`config.mk`:
```
export PLATFORM = sky130hd
export DESIGN_NAME = kitchen_timer_core_flat
export DESIGN_NICKNAME = d
export VERILOG_FILES = /design/src/rtl/kitchen_timer_core_pkg.sv /design/src/rtl/kitchen_timer_core_if.sv /design/src/rtl/kitchen_timer_core_prescaler.sv /design/src/rtl/kitchen_timer_core.sv /design/src/flat_wrapper.sv
export SDC_FILE = /design/constraint.sdc
export NUM_CORES = 1
export LEC_CHECK = 0
export ABC_AREA = 0
export CORE_MARGIN = 2
export CORE_UTILIZATION = 52
export CTS_CLUSTER_DIAMETER = 150
export DETAILED_ROUTE_END_ITERATION = 8
export PLACE_DENSITY_LB_ADDON = 0.15
export SLEW_MARGIN = 10
export SYNTH_ARGS = -nofsm -noshare
export SYNTH_HDL_FRONTEND = slang
export SYNTH_SLANG_ARGS = --single-unit
```
`constraint.sdc`:
```
create_clock -name clk -period 2.2 [get_ports clk]
set_input_delay 0.33 -clock clk [delete_from_list [all_inputs] [get_ports clk]]
set_output_delay 0.33 -clock clk [all_outputs]
set_load 0.01 [all_outputs]
```
`src/rtl/kitchen_timer_core_pkg.sv`:
```
`default_nettype none
// ============================================================================
// Module      : kitchen_timer_core_pkg
// Description : Shared state encoding, BCD limits and time arithmetic helpers.
// Revision    : 1.0 - initial release
// ============================================================================
package kitchen_timer_core_pkg;

    typedef enum logic [1:0] {
        ST_IDLE  = 2'd0,
        ST_RUN   = 2'd1,
        ST_PAUSE = 2'd2,
        ST_DONE  = 2'd3
    } state_t;

    localparam logic [3:0] c_DIGIT_MAX = 4'd9;
    localparam logic [3:0] c_TENS_MAX  = 4'd5;

    typedef struct packed {
        logic [3:0] min1;
        logic [3:0] min0;
        logic [3:0] sec1;
        logic [3:0] sec0;
    } bcd_time_t;

    function automatic logic is_zero(input bcd_time_t t);
        return (t == '0);
    endfunction

    // Seconds wrap 59 -> 00 without touching the minutes.
    function automatic bcd_time_t inc_sec(input bcd_time_t t);
        bcd_time_t r;
        r = t;
        if (t.sec0 == c_DIGIT_MAX) begin
            r.sec0 = 4'd0;
            r.sec1 = (t.sec1 == c_TENS_MAX) ? 4'd0 : t.sec1 + 4'd1;
        end else begin
            r.sec0 = t.sec0 + 4'd1;
        end
        return r;
    endfunction

    function automatic bcd_time_t inc_min(input bcd_time_t t);
        bcd_time_t r;
        r = t;
        if (t.min0 == c_DIGIT_MAX) begin
            r.min0 = 4'd0;
            r.min1 = (t.min1 == c_DIGIT_MAX) ? 4'd0 : t.min1 + 4'd1;
        end else begin
            r.min0 = t.min0 + 4'd1;
        end
        return r;
    endfunction

    // Only called with a nonzero time, so the min1 borrow never underflows.
    function automatic bcd_time_t dec_time(input bcd_time_t t);
        bcd_time_t r;
        r = t;
        if (t.sec0 != 4'd0) begin
            r.sec0 = t.sec0 - 4'd1;
        end else begin
            r.sec0 = c_DIGIT_MAX;
            if (t.sec1 != 4'd0) begin
                r.sec1 = t.sec1 - 4'd1;
            end else begin
                r.sec1 = c_TENS_MAX;
                if (t.min0 != 4'd0) begin
                    r.min0 = t.min0 - 4'd1;
                end else begin
                    r.min0 = c_DIGIT_MAX;
                    r.min1 = t.min1 - 4'd1;
                end
            end
        end
        return r;
    endfunction

endpackage
`default_nettype wire

```
`src/rtl/kitchen_timer_core_if.sv`:
```
`default_nettype none
// ============================================================================
// Module      : kitchen_timer_core_if
// Description : Button pulses in, BCD digits and status flags out.
// Revision    : 1.0 - initial release
// ============================================================================
interface kitchen_timer_core_if;
    logic       start_stop;
    logic       clear;
    logic       inc_min;
    logic       inc_sec;
    logic [3:0] min1;
    logic [3:0] min0;
    logic [3:0] sec1;
    logic [3:0] sec0;
    logic       running;
    logic       alarm;

    modport master (
        output start_stop, clear, inc_min, inc_sec,
        input  min1, min0, sec1, sec0, running, alarm
    );

    modport slave (
        input  start_stop, clear, inc_min, inc_sec,
        output min1, min0, sec1, sec0, running, alarm
    );
endinterface
`default_nettype wire

```
`src/rtl/kitchen_timer_core_prescaler.sv`:
```
`default_nettype none
// ============================================================================
// Module      : timer_prescaler
// Description : Divides clk down to one tick per CLK_HZ enabled cycles.
// Revision    : 1.0 - initial release
// ============================================================================
module timer_prescaler #(
    parameter int CLK_HZ = 100000000
) (
    input  wire logic clk,
    input  wire logic rst,
    input  wire logic en,
    input  wire logic clr,
    output logic      tick
);
    localparam int         c_W    = (CLK_HZ > 1) ? $clog2(CLK_HZ) : 1;
    localparam logic [c_W-1:0] c_LAST = c_W'(CLK_HZ - 1);

    logic [c_W-1:0] r_cnt;

    assign tick = en && (r_cnt == c_LAST);

    always_ff @(posedge clk) begin
        if (rst || clr) begin
            r_cnt <= '0;
        end else if (en) begin
            r_cnt <= (r_cnt == c_LAST) ? '0 : r_cnt + 1'b1;
        end
    end
endmodule
`default_nettype wire

```
`src/rtl/kitchen_timer_core.sv`:
```
`default_nettype none
// ============================================================================
// Module      : kitchen_timer_core
// Description : MM:SS countdown timer with set/run/pause/alarm control.
// Revision    : 1.0 - initial release
// ============================================================================
module kitchen_timer_core
    import kitchen_timer_core_pkg::*;
#(
    parameter int CLK_HZ = 100000000
) (
    input  wire logic           clk,
    input  wire logic           rst,
    kitchen_timer_core_if.slave bus
);
    state_t    r_state;
    state_t    w_state_nxt;
    bcd_time_t r_time;
    bcd_time_t w_time_nxt;
    logic      w_tick;
    logic      w_start;
    logic      w_pre_en;
    logic      w_pre_clr;

    assign w_start   = bus.start_stop && !is_zero(r_time) &&
                       (r_state == ST_IDLE || r_state == ST_PAUSE);
    // A start_stop in RUN freezes the prescaler even on its terminal count.
    assign w_pre_en  = (r_state == ST_RUN) && !bus.start_stop && !bus.clear;
    assign w_pre_clr = bus.clear || w_start;

    timer_prescaler #(
        .CLK_HZ (CLK_HZ)
    ) u_prescaler (
        .clk  (clk),
        .rst  (rst),
        .en   (w_pre_en),
        .clr  (w_pre_clr),
        .tick (w_tick)
    );

    always_ff @(posedge clk) begin
        if (rst) begin
            r_state <= ST_IDLE;
            r_time  <= '0;
        end else begin
            r_state <= w_state_nxt;
            r_time  <= w_time_nxt;
        end
    end

    always_comb begin
        w_state_nxt = r_state;
        w_time_nxt  = r_time;
        if (bus.clear) begin
            w_state_nxt = ST_IDLE;
            w_time_nxt  = '0;
        end else if (bus.start_stop) begin
            case (r_state)
                ST_IDLE, ST_PAUSE: if (w_start) w_state_nxt = ST_RUN;
                ST_RUN:            w_state_nxt = ST_PAUSE;
                ST_DONE: begin
                    w_state_nxt = ST_IDLE;
                    w_time_nxt  = '0;
                end
                default:           w_state_nxt = ST_IDLE;
            endcase
        end else if (r_state == ST_RUN && w_tick) begin
            w_time_nxt = dec_time(r_time);
            if (is_zero(w_time_nxt)) w_state_nxt = ST_DONE;
        end else if (r_state == ST_IDLE || r_state == ST_PAUSE) begin
            if (bus.inc_sec) w_time_nxt = inc_sec(w_time_nxt);
            if (bus.inc_min) w_time_nxt = inc_min(w_time_nxt);
        end
    end

    assign bus.min1    = r_time.min1;
    assign bus.min0    = r_time.min0;
    assign bus.sec1    = r_time.sec1;
    assign bus.sec0    = r_time.sec0;
    assign bus.running = (r_state == ST_RUN);
    assign bus.alarm   = (r_state == ST_DONE);
endmodule
`default_nettype wire

```
`src/flat_wrapper.sv`:
```
// flat-port wrapper written by rule: the top's interface ports become plain ports
module kitchen_timer_core_flat import kitchen_timer_core_pkg::*;
#(
    parameter int CLK_HZ = 100000000
)
  (clk, rst, bus_start_stop, bus_clear, bus_inc_min, bus_inc_sec, bus_min1, bus_min0, bus_sec1, bus_sec0, bus_running, bus_alarm);
  kitchen_timer_core_if bus_i ();
  input  wire logic clk;
  input  wire logic rst;
  input wire logic [$bits(bus_i.start_stop)-1:0] bus_start_stop;
  input wire logic [$bits(bus_i.clear)-1:0] bus_clear;
  input wire logic [$bits(bus_i.inc_min)-1:0] bus_inc_min;
  input wire logic [$bits(bus_i.inc_sec)-1:0] bus_inc_sec;
  output wire logic [$bits(bus_i.min1)-1:0] bus_min1;
  output wire logic [$bits(bus_i.min0)-1:0] bus_min0;
  output wire logic [$bits(bus_i.sec1)-1:0] bus_sec1;
  output wire logic [$bits(bus_i.sec0)-1:0] bus_sec0;
  output wire logic [$bits(bus_i.running)-1:0] bus_running;
  output wire logic [$bits(bus_i.alarm)-1:0] bus_alarm;
  assign bus_i.start_stop = bus_start_stop;
  assign bus_i.clear = bus_clear;
  assign bus_i.inc_min = bus_inc_min;
  assign bus_i.inc_sec = bus_inc_sec;
  assign bus_min1 = bus_i.min1;
  assign bus_min0 = bus_i.min0;
  assign bus_sec1 = bus_i.sec1;
  assign bus_sec0 = bus_i.sec0;
  assign bus_running = bus_i.running;
  assign bus_alarm = bus_i.alarm;
  kitchen_timer_core #(.CLK_HZ(CLK_HZ)) u_core (.clk(clk), .rst(rst), .bus(bus_i));
endmodule
```
==> impl_metrics.py, run 1 <==
metrics = {
    "worst_setup_path": {
        "end_kind": "register",
        "cp-start-kind": "register",
        "r2r-end": "u_core.bus.min0[0]$_SDFFE_PP0P_",
        "crit_path_max_incr_delay_ns": 0.48,
        "worstPathRequired_ns": 2.44,
        "slowest_stage": "or4b_4",
        "worstSetupPathDepth": 9,
        "startpoint": "u_core.u_prescaler.r_cnt[1]$_SDFFE_PP0P_",
        "critPathArrivalTime_ns": 2.65,
        "criticalPathCategory": "reg -> reg",
        "r2r_cells": 9,
        "crit_chain": "ha_4 -> or4b_4 -> nor4_4 -> buf_4 -> and4_4 -> buf_12 -> nor2_4 -> or4_4 -> a21oi_2",
        "cp_top_family": "simple AND/OR/NAND/NOR gates",
        "cp-endpoint": "u_core.bus.min0[0]$_SDFFE_PP0P_",
        "worst-path-max-fanout": 7,
        "rrSetupSlack_ns": -0.20,
        "r2r-start": "u_core.u_prescaler.r_cnt[1]$_SDFFE_PP0P_",
        "path_buf_inv": 2,
    },
    "status": {
        "violations": "setup timing",
        "status": "finished with violations",
    },
    "detailed_routing": {
        "first_pass_iters": 8,
        "vias_per_cell": 6.13,
        "wl_per_cell_um": 17.2,
        "dr_total_vias": 3239,
        "drc": 0,
        "antenna_left": 0,
        "dr.first_iter.drc_count": 364,
        "wl_um": 9110,
    },
    "power_and_ir_drop": {
        "max-vdd-ir-drop_mv": 0.314,
        "p_total_uw": 1530,
        "cellLeakagePower_uw": 0.00151,
        "power-per-cell-area_nw_per_um2": 375,
    },
    "sta": {
        "relSlewSlack": 0.435,
        "fin_crit_ns": 2.40,
        "skew_ns": 0.00629,
        "worst_pin_slew_ns": 0.840,
        "rsz0062_at_grt": "yes",
        "period_share": 1.09,
        "slew_violations": 0,
        "hold_violations": 0,
        "layout_setup_ws_ns": -0.201,
        "setup-tns-final_ns": -1.41,
        "setup_viol": 14,
        "max_freq_mhz": 417,
    },
    "logic_synthesis": {
        "syn-cell-area_um2": 2850,
        "synth_cell_type_count": 58,
        "ys_seq_area_frac": 0.316,
        "async_reset_ff_frac": 0,
        "syn_nets": 376,
        "synthFlopType": "dfxtp_1",
        "synth_enable_flop_cells": 0,
        "synth_seq_cells": 45,
        "syn_inst": 364,
        "synth_area_per_cell_um2": 7.84,
        "synth_warnings": 0,
    },
    "global_routing": {
        "antenna_found_initial": 0,
        "grt_pass1_vias": 2942,
        "grtUsageMet1": 0.414,
        "grt_usage": 0.288,
        "grt_pass1_wl_um": 14100,
        "met2_usage": 0.436,
        "overflow": 0,
        "grt_start_max_net_pins": 18,
        "grt_use_met3": 0.0460,
        "busiest_layer": "met2",
    },
    "cells_and_area": {
        "layout-drive-gt1-share": 0.314,
        "layout_commonest_cell": "buf_4",
        "most-common-layout-cells": "buf_4, dfxtp_1, nor2_1",
        "final_cells": 528,
        "fillCellCount": 370,
        "area_growth_pct": 43.1,
        "antenna_cells": 0,
        "nets": 469,
    },
    "floorplan": {
        "start_util": 0.548,
        "die-width_um": 78.1,
        "ios": 24,
        "die_area_um2": 6100,
        "row_count": 26,
        "core_um2": 5200,
        "die_y_um": 78.1,
    },
    "placement": {
        "portBuffers": 23,
        "dpl.hpwl_um": 5780,
        "placed_cells": 504,
        "dp_slack_ns": -0.399,
        "place.gp.congestion": 0.949,
    },
    "clock_network": {
        "htree_levels": 2,
        "clk_latency_ns": 0.31,
        "numCtsBuffers": 5,
        "clkTransAtPathRegs_ns": 0.10,
        "cts_sinks": 45,
        "clockBufferDepth": 2,
        "cts_hold_buf": 0,
        "root_buffer": "clkbuf_8",
        "cts_tree": "done",
    },
    "run": {
        "cap_violations": 0,
    },
    "worst_hold_path": {
        "hold_path_class": "reg -> reg",
    },
}
cell usage after synthesis, drive strengths merged (4+ instances only):
library cell / number / area (µm²)
nand4: 16 / 106
buf: 7 / 40.0
o21ai: 11 / 55.1
or3: 6 / 37.5
nand3: 26 / 135
clkbuf: 16 / 60.1
and4: 5 / 43.8
nor2b: 4 / 25.0
ha: 6 / 75.1
inv: 7 / 26.3
nor4: 6 / 67.6
or4b: 5 / 53.8
a31oi: 7 / 43.8
a21o: 4 / 30.0
a211o: 4 / 35.0
xnor2: 10 / 87.6
or4: 4 / 33.8
nand2: 34 / 128
nor3: 14 / 75.1
and3: 7 / 43.8
nor2: 44 / 165
a21oi: 15 / 75.1
or2: 4 / 25.0
xor2: 16 / 140
dfxtp: 45 / 901
worst register-to-register path, stage by stage, from the launching register on:
cell and delay (ns):
dfxtp_2 0.36, ha_4 0.14, or4b_4 0.48, nor4_4 0.20, buf_4 0.18, and4_4 0.26, buf_12 0.14, nor2_4 0.04
or4_4 0.41, a21oi_2 0.12
through the flow:
| step | area (µm²) | hold slack (ns) | util |
|---|---|---|---|
| global placement | 3660 | 0.506 | 0.703 |
| floorplan | 2910 | 0.460 | - |
| finish | 4080 | 0.544 | 0.784 |
| detailed placement | 3660 | 0.526 | 0.703 |
| global route | 4080 | 0.583 | 0.784 |
| CTS | 3980 | 0.536 | 0.764 |
registers in the layout (all words and copies together), names as in the netlist:
register and count:
u_core.r_state 2, u_core.bus.sec1 4, u_core.bus.min1 4, u_core.bus.min0 4
u_core.bus.sec0 4, u_core.u_prescaler.r_cnt 27
where the power goes:
group | switching (µW) | internal (µW)
clock | 323 | 262
combinational | 73.9 | 53.7
sequential | 1.84 | 816
worst min-delay path by stage:
| stage | startpoint | to | slack, ns | cells past startpoint |
|---|---|---|---|---|
| floorplan | u_core.u_prescaler.r_cnt[1]$_SDFFE_PP0P_ | u_core.u_prescaler.r_cnt[1]$_SDFFE_PP0P_ | 0.46 | 2 |
| global placement | u_core.u_prescaler.r_cnt[20]$_SDFFE_PP0P_ | u_core.u_prescaler.r_cnt[20]$_SDFFE_PP0P_ | 0.51 | 2 |
| detailed placement | u_core.u_prescaler.r_cnt[18]$_SDFFE_PP0P_ | u_core.u_prescaler.r_cnt[18]$_SDFFE_PP0P_ | 0.53 | 2 |
| CTS | u_core.u_prescaler.r_cnt[18]$_SDFFE_PP0P_ | u_core.u_prescaler.r_cnt[18]$_SDFFE_PP0P_ | 0.54 | 2 |
| global route | u_core.u_prescaler.r_cnt[6]$_SDFFE_PP0P_ | u_core.u_prescaler.r_cnt[6]$_SDFFE_PP0P_ | 0.58 | 2 |
| finish | u_core.u_prescaler.r_cnt[18]$_SDFFE_PP0P_ | u_core.u_prescaler.r_cnt[18]$_SDFFE_PP0P_ | 0.54 | 2 |
logic make-up after synthesis:
logic type / after synthesis / synth area share
simple gates: 194 / 0.386
fa+ha+maj: 6 / 0.0263
xor+xnor: 26 / 0.0798
buf+inv: 31 / 0.0456
compound gates: 60 / 0.139
mux: 2 / 0.00701
flops: 45 / 0.316
per-layer routing:
| metal | share of wire | wire, µm |
|---|---|---|
| met5 | 0 | 0 |
| met3 | 0.094 | 858 |
| met1 | 0.42 | 3840 |
| met4 | 0.034 | 308 |
| met2 | 0.45 | 4100 |
area by class of cell:
type / instances / area [µm²] / share of cell area
inverters: 8 / 30.0 / 0.00736
multi-input cells: 288 / 2010 / 0.493
repair buffers: 109 / 948 / 0.232
clock buffers: 6 / 82.6 / 0.0202
clock inverters: 2 / 17.5 / 0.00429
well taps: 70 / 87.6 / 0.0215
flip-flops and latches: 45 / 905 / 0.222
timing repair:
item	4_1_cts	5_1_grt
cloned	1	0
resized for setup	34	17
pin swaps	26	14
buffers inserted	11	5
setup endpoints to repair	40	41
(Power assumes the default switching activity.)
==> inputs of run 2 (changes only) <==
--- a/config.mk
+++ b/config.mk
@@ -6,6 +6,7 @@
 export NUM_CORES = 1
 export LEC_CHECK = 0
 export ABC_AREA = 0
+export ABC_CLOCK_PERIOD_IN_PS = 2200
 export CORE_MARGIN = 2
 export CORE_UTILIZATION = 52
 export CTS_CLUSTER_DIAMETER = 150
==> results of run 2 <==
No change in the layout: final DEF, timing and power equal those of run 1.
==> inputs of run 3 (changes only) <==
--- a/config.mk
+++ b/config.mk
@@ -5,10 +5,10 @@
 export SDC_FILE = /design/constraint.sdc
 export NUM_CORES = 1
 export LEC_CHECK = 0
-export ABC_AREA = 0
+export ABC_AREA = 1
 export ABC_CLOCK_PERIOD_IN_PS = 2200
 export CORE_MARGIN = 2
-export CORE_UTILIZATION = 52
+export CORE_UTILIZATION = 53
 export CTS_CLUSTER_DIAMETER = 150
 export DETAILED_ROUTE_END_ITERATION = 8
 export PLACE_DENSITY_LB_ADDON = 0.15
==> run 3 against run 2 <==
The run now ends clean. Sequential share of layout area rose by 2.0 points. Critical path depth increased by 1. Synthesized cell count grew 41%. Worst hold slack got worse by 0.046 ns. Critical endpoint is now u_core.u_prescaler.r_cnt[13]$_SDFFE_PP0P_. Highest routed layer unchanged.
==> impl_metrics.py, run 3 <==
metrics = {
    "power_and_ir_drop": {
        "max-vdd-ir-drop_mv": 0.276,
        "share_comb_of_total_power": 0.180,
        "p_sw_uw": 504,
        "seqPwrFrac": 0.475,
        "power-per-cell-area_nw_per_um2": 477,
        "intPower_uw": 1270,
        "clock_power_share": 0.346,
        "swShare": 0.283,
        "cellLeakagePower_uw": 0.00160,
    },
    "floorplan": {
        "die_y_um": 82.0,
        "ios": 24,
        "row_count": 28,
        "die_area_um2": 6720,
        "start_util": 0.547,
        "core_um2": 5890,
        "die-width_um": 82.0,
    },
    "global_routing": {
        "antenna_found_initial": 0,
        "overflow": 0,
        "grt_start_max_net_pins": 18,
        "grt_pass1_vias": 3026,
        "grt_pass1_wl_um": 12700,
        "grt_usage": 0.239,
    },
    "worst_setup_path": {
        "worstPathRequired_ns": 2.38,
        "cp-start-kind": "register",
        "worst-path-max-fanout": 16,
        "end_kind": "register",
        "r2r-start": "u_core.u_prescaler.r_cnt[0]$_SDFFE_PP0P_",
        "startpoint": "u_core.u_prescaler.r_cnt[0]$_SDFFE_PP0P_",
        "criticalPathCategory": "reg -> reg",
        "rrSetupSlack_ns": 0.22,
        "critPathArrivalTime_ns": 2.17,
    },
    "logic_synthesis": {
        "ys_top_cells_by_count": "nand2_1, nor2_1, inv_1",
        "synth.top_cell.area_share": 0.280,
        "syn_nets": 526,
        "synth_area_per_cell_um2": 6.27,
        "synthTopCellsByArea": "dfxtp_1, nand2_1, nor2_1",
        "synth_most_common_cell": "nand2_1",
        "async_reset_ff_frac": 0,
        "synth_cell_type_count": 40,
        "synth_warnings": 0,
        "syn_inst": 514,
        "yosysTopAreaCell": "dfxtp_1",
        "synth_enable_flop_cells": 0,
        "synthFlopType": "dfxtp_1",
        "syn-cell-area_um2": 3220,
        "synth_seq_cells": 45,
        "ys_seq_area_frac": 0.280,
    },
    "cells_and_area": {
        "area_growth_pct": 15.7,
        "final_cells": 627,
        "fin_util": 0.633,
        "antenna_cells": 0,
        "largest_reg_flops": 27,
        "multi_input_area_um2": 2060,
        "layout-drive-gt1-share": 0.116,
        "layout_commonest_cell": "nand2_1",
        "most-common-layout-cells": "nand2_1, nor2_1, inv_1",
        "regMostFlops": "u_core.u_prescaler.r_cnt",
        "fillCellCount": 575,
        "regArea_um2": 901,
        "nets": 564,
    },
    "placement": {
        "placed_cells": 620,
        "dp_slack_ns": 0.0877,
        "place.gp.congestion": 0.910,
        "portBuffers": 23,
        "dpl.hpwl_um": 5700,
    },
    "sta": {
        "relSlewSlack": 0.740,
        "skew_ns": 0.00901,
        "worst_pin_slew_ns": 0.388,
        "period_share": 0.901,
        "setup_viol": 0,
        "setup-tns-final_ns": 0,
        "max_freq_mhz": 505,
        "fin_crit_ns": 1.98,
        "slew_violations": 0,
        "hold_violations": 0,
        "layout_setup_ws_ns": 0.218,
    },
    "worst_hold_path": {
        "hold_path_class": "reg -> reg",
        "min_from": "u_core.u_prescaler.r_cnt[1]$_SDFFE_PP0P_",
    },
    "status": {
        "status": "finished, final reports clean",
    },
    "clock_network": {
        "cts_hold_buf": 0,
        "clockBufferDepth": 2,
        "cts_sinks": 45,
        "htree_levels": 2,
        "cts_tree": "done",
        "clkTransAtPathRegs_ns": 0.08,
        "root_buffer": "clkbuf_8",
        "clk_latency_ns": 0.30,
        "numCtsBuffers": 5,
    },
    "detailed_routing": {
        "wl_um": 7580,
        "vias_per_cell": 5.19,
        "antenna_left": 0,
        "wl_per_cell_um": 12.1,
        "drc": 0,
        "first_pass_iters": 4,
        "dr_total_vias": 3255,
        "dr.first_iter.drc_count": 108,
    },
    "run": {
        "cap_violations": 0,
    },
}
## run 3: cell types whose count changed after synthesis, moves of 6 or more
| cell | previous run | this run |
|---|---|---|
| a21oi_1 | 15 | 26 |
| nor2_2 | 0 | 15 |
| inv_1 | 7 | 55 |
| xnor2_1 | 10 | 2 |
| nor2_1 | 44 | 79 |
| nand2_1 | 34 | 148 |
| nand3_1 | 25 | 35 |
| or3_1 | 6 | 0 |
| clkbuf_1 | 16 | 3 |
| and3_1 | 7 | 0 |
## run 3: through the flow
stage | total power [µW] | instance area (µm²) | hold slack [ns]
2_1_floorplan | 1090 | 3220 | 0.463
3_3_place_gp | 1180 | 3600 | 0.472
3_5_place_dp | 1180 | 3600 | 0.486
4_1_cts | 1790 | 3710 | 0.500
5_1_grt | 1860 | 3730 | 0.530
6_report | 1780 | 3730 | 0.498
## run 3: power by group through the flow
| stage | clock network (µW) | registers (µW) | logic (µW) |
|---|---|---|---|
| after floorplan | 0 | 864 | 230 |
| after global placement | 0 | 862 | 316 |
| final | 615 | 844 | 319 |
| after detailed placement | 0 | 862 | 318 |
| after global routing | 649 | 846 | 363 |
| after CTS | 625 | 843 | 320 |
## run 3: logic make-up (layout without fill, tap and decap cells)
| kind of cell | count (synthesis) | count (layout) | share of synthesized area |
|---|---|---|---|
| buf+inv | 67 | 105 | 0.0870 |
| xor+xnor | 17 | 17 | 0.0462 |
| fa+ha+maj | 6 | 6 | 0.0233 |
| compound gates | 51 | 51 | 0.0890 |
| simple gates | 327 | 327 | 0.472 |
| mux | 1 | 1 | 0.00311 |
| flops | 45 | 45 | 0.280 |
## run 3: layout make-up
cell class	count	area share
clock buffer	5	0.0185
clock inverter	2	0.00940
inverter	60	0.0611
multi-input combinational	402	0.552
sequential	45	0.242
tap	75	0.0252
timing repair buffer	38	0.0920
## run 3: critical path: stages, from the launching register on
cell	delay (ns)
dfxtp_1	0.37
ha_1	0.20
inv_1	0.08
nor3_2	0.16
nand2_2	0.12
nor2_1	0.14
nand3_2	0.14
inv_2	0.27
nor2_8	0.09
inv_4	0.20
nor3_1	0.09
## run 3: repair_timing
action	CTS	global route
gates resized for setup	0	4
buffers inserted	0	0
endpoints found under the setup margin	0	16
## run 3: worst paths after layout
check / cells past startpoint / to
worst max register to register: 10 / u_core.u_prescaler.r_cnt[13]$_SDFFE_PP0P_
worst min register to register: 2 / u_core.u_prescaler.r_cnt[1]$_SDFFE_PP0P_
worst min-delay path: 2 / u_core.u_prescaler.r_cnt[1]$_SDFFE_PP0P_
worst max-delay path: 10 / u_core.u_prescaler.r_cnt[13]$_SDFFE_PP0P_
## run 3: per-layer routing
layer  vias up  global-route usage  routed length (µm)
met5         -                   0                   0
met4         0              0.0717                 127
met3        16              0.0286                 274
met2        64               0.441                3700
met1      1467               0.287                3480
li1       1708                   -                   -
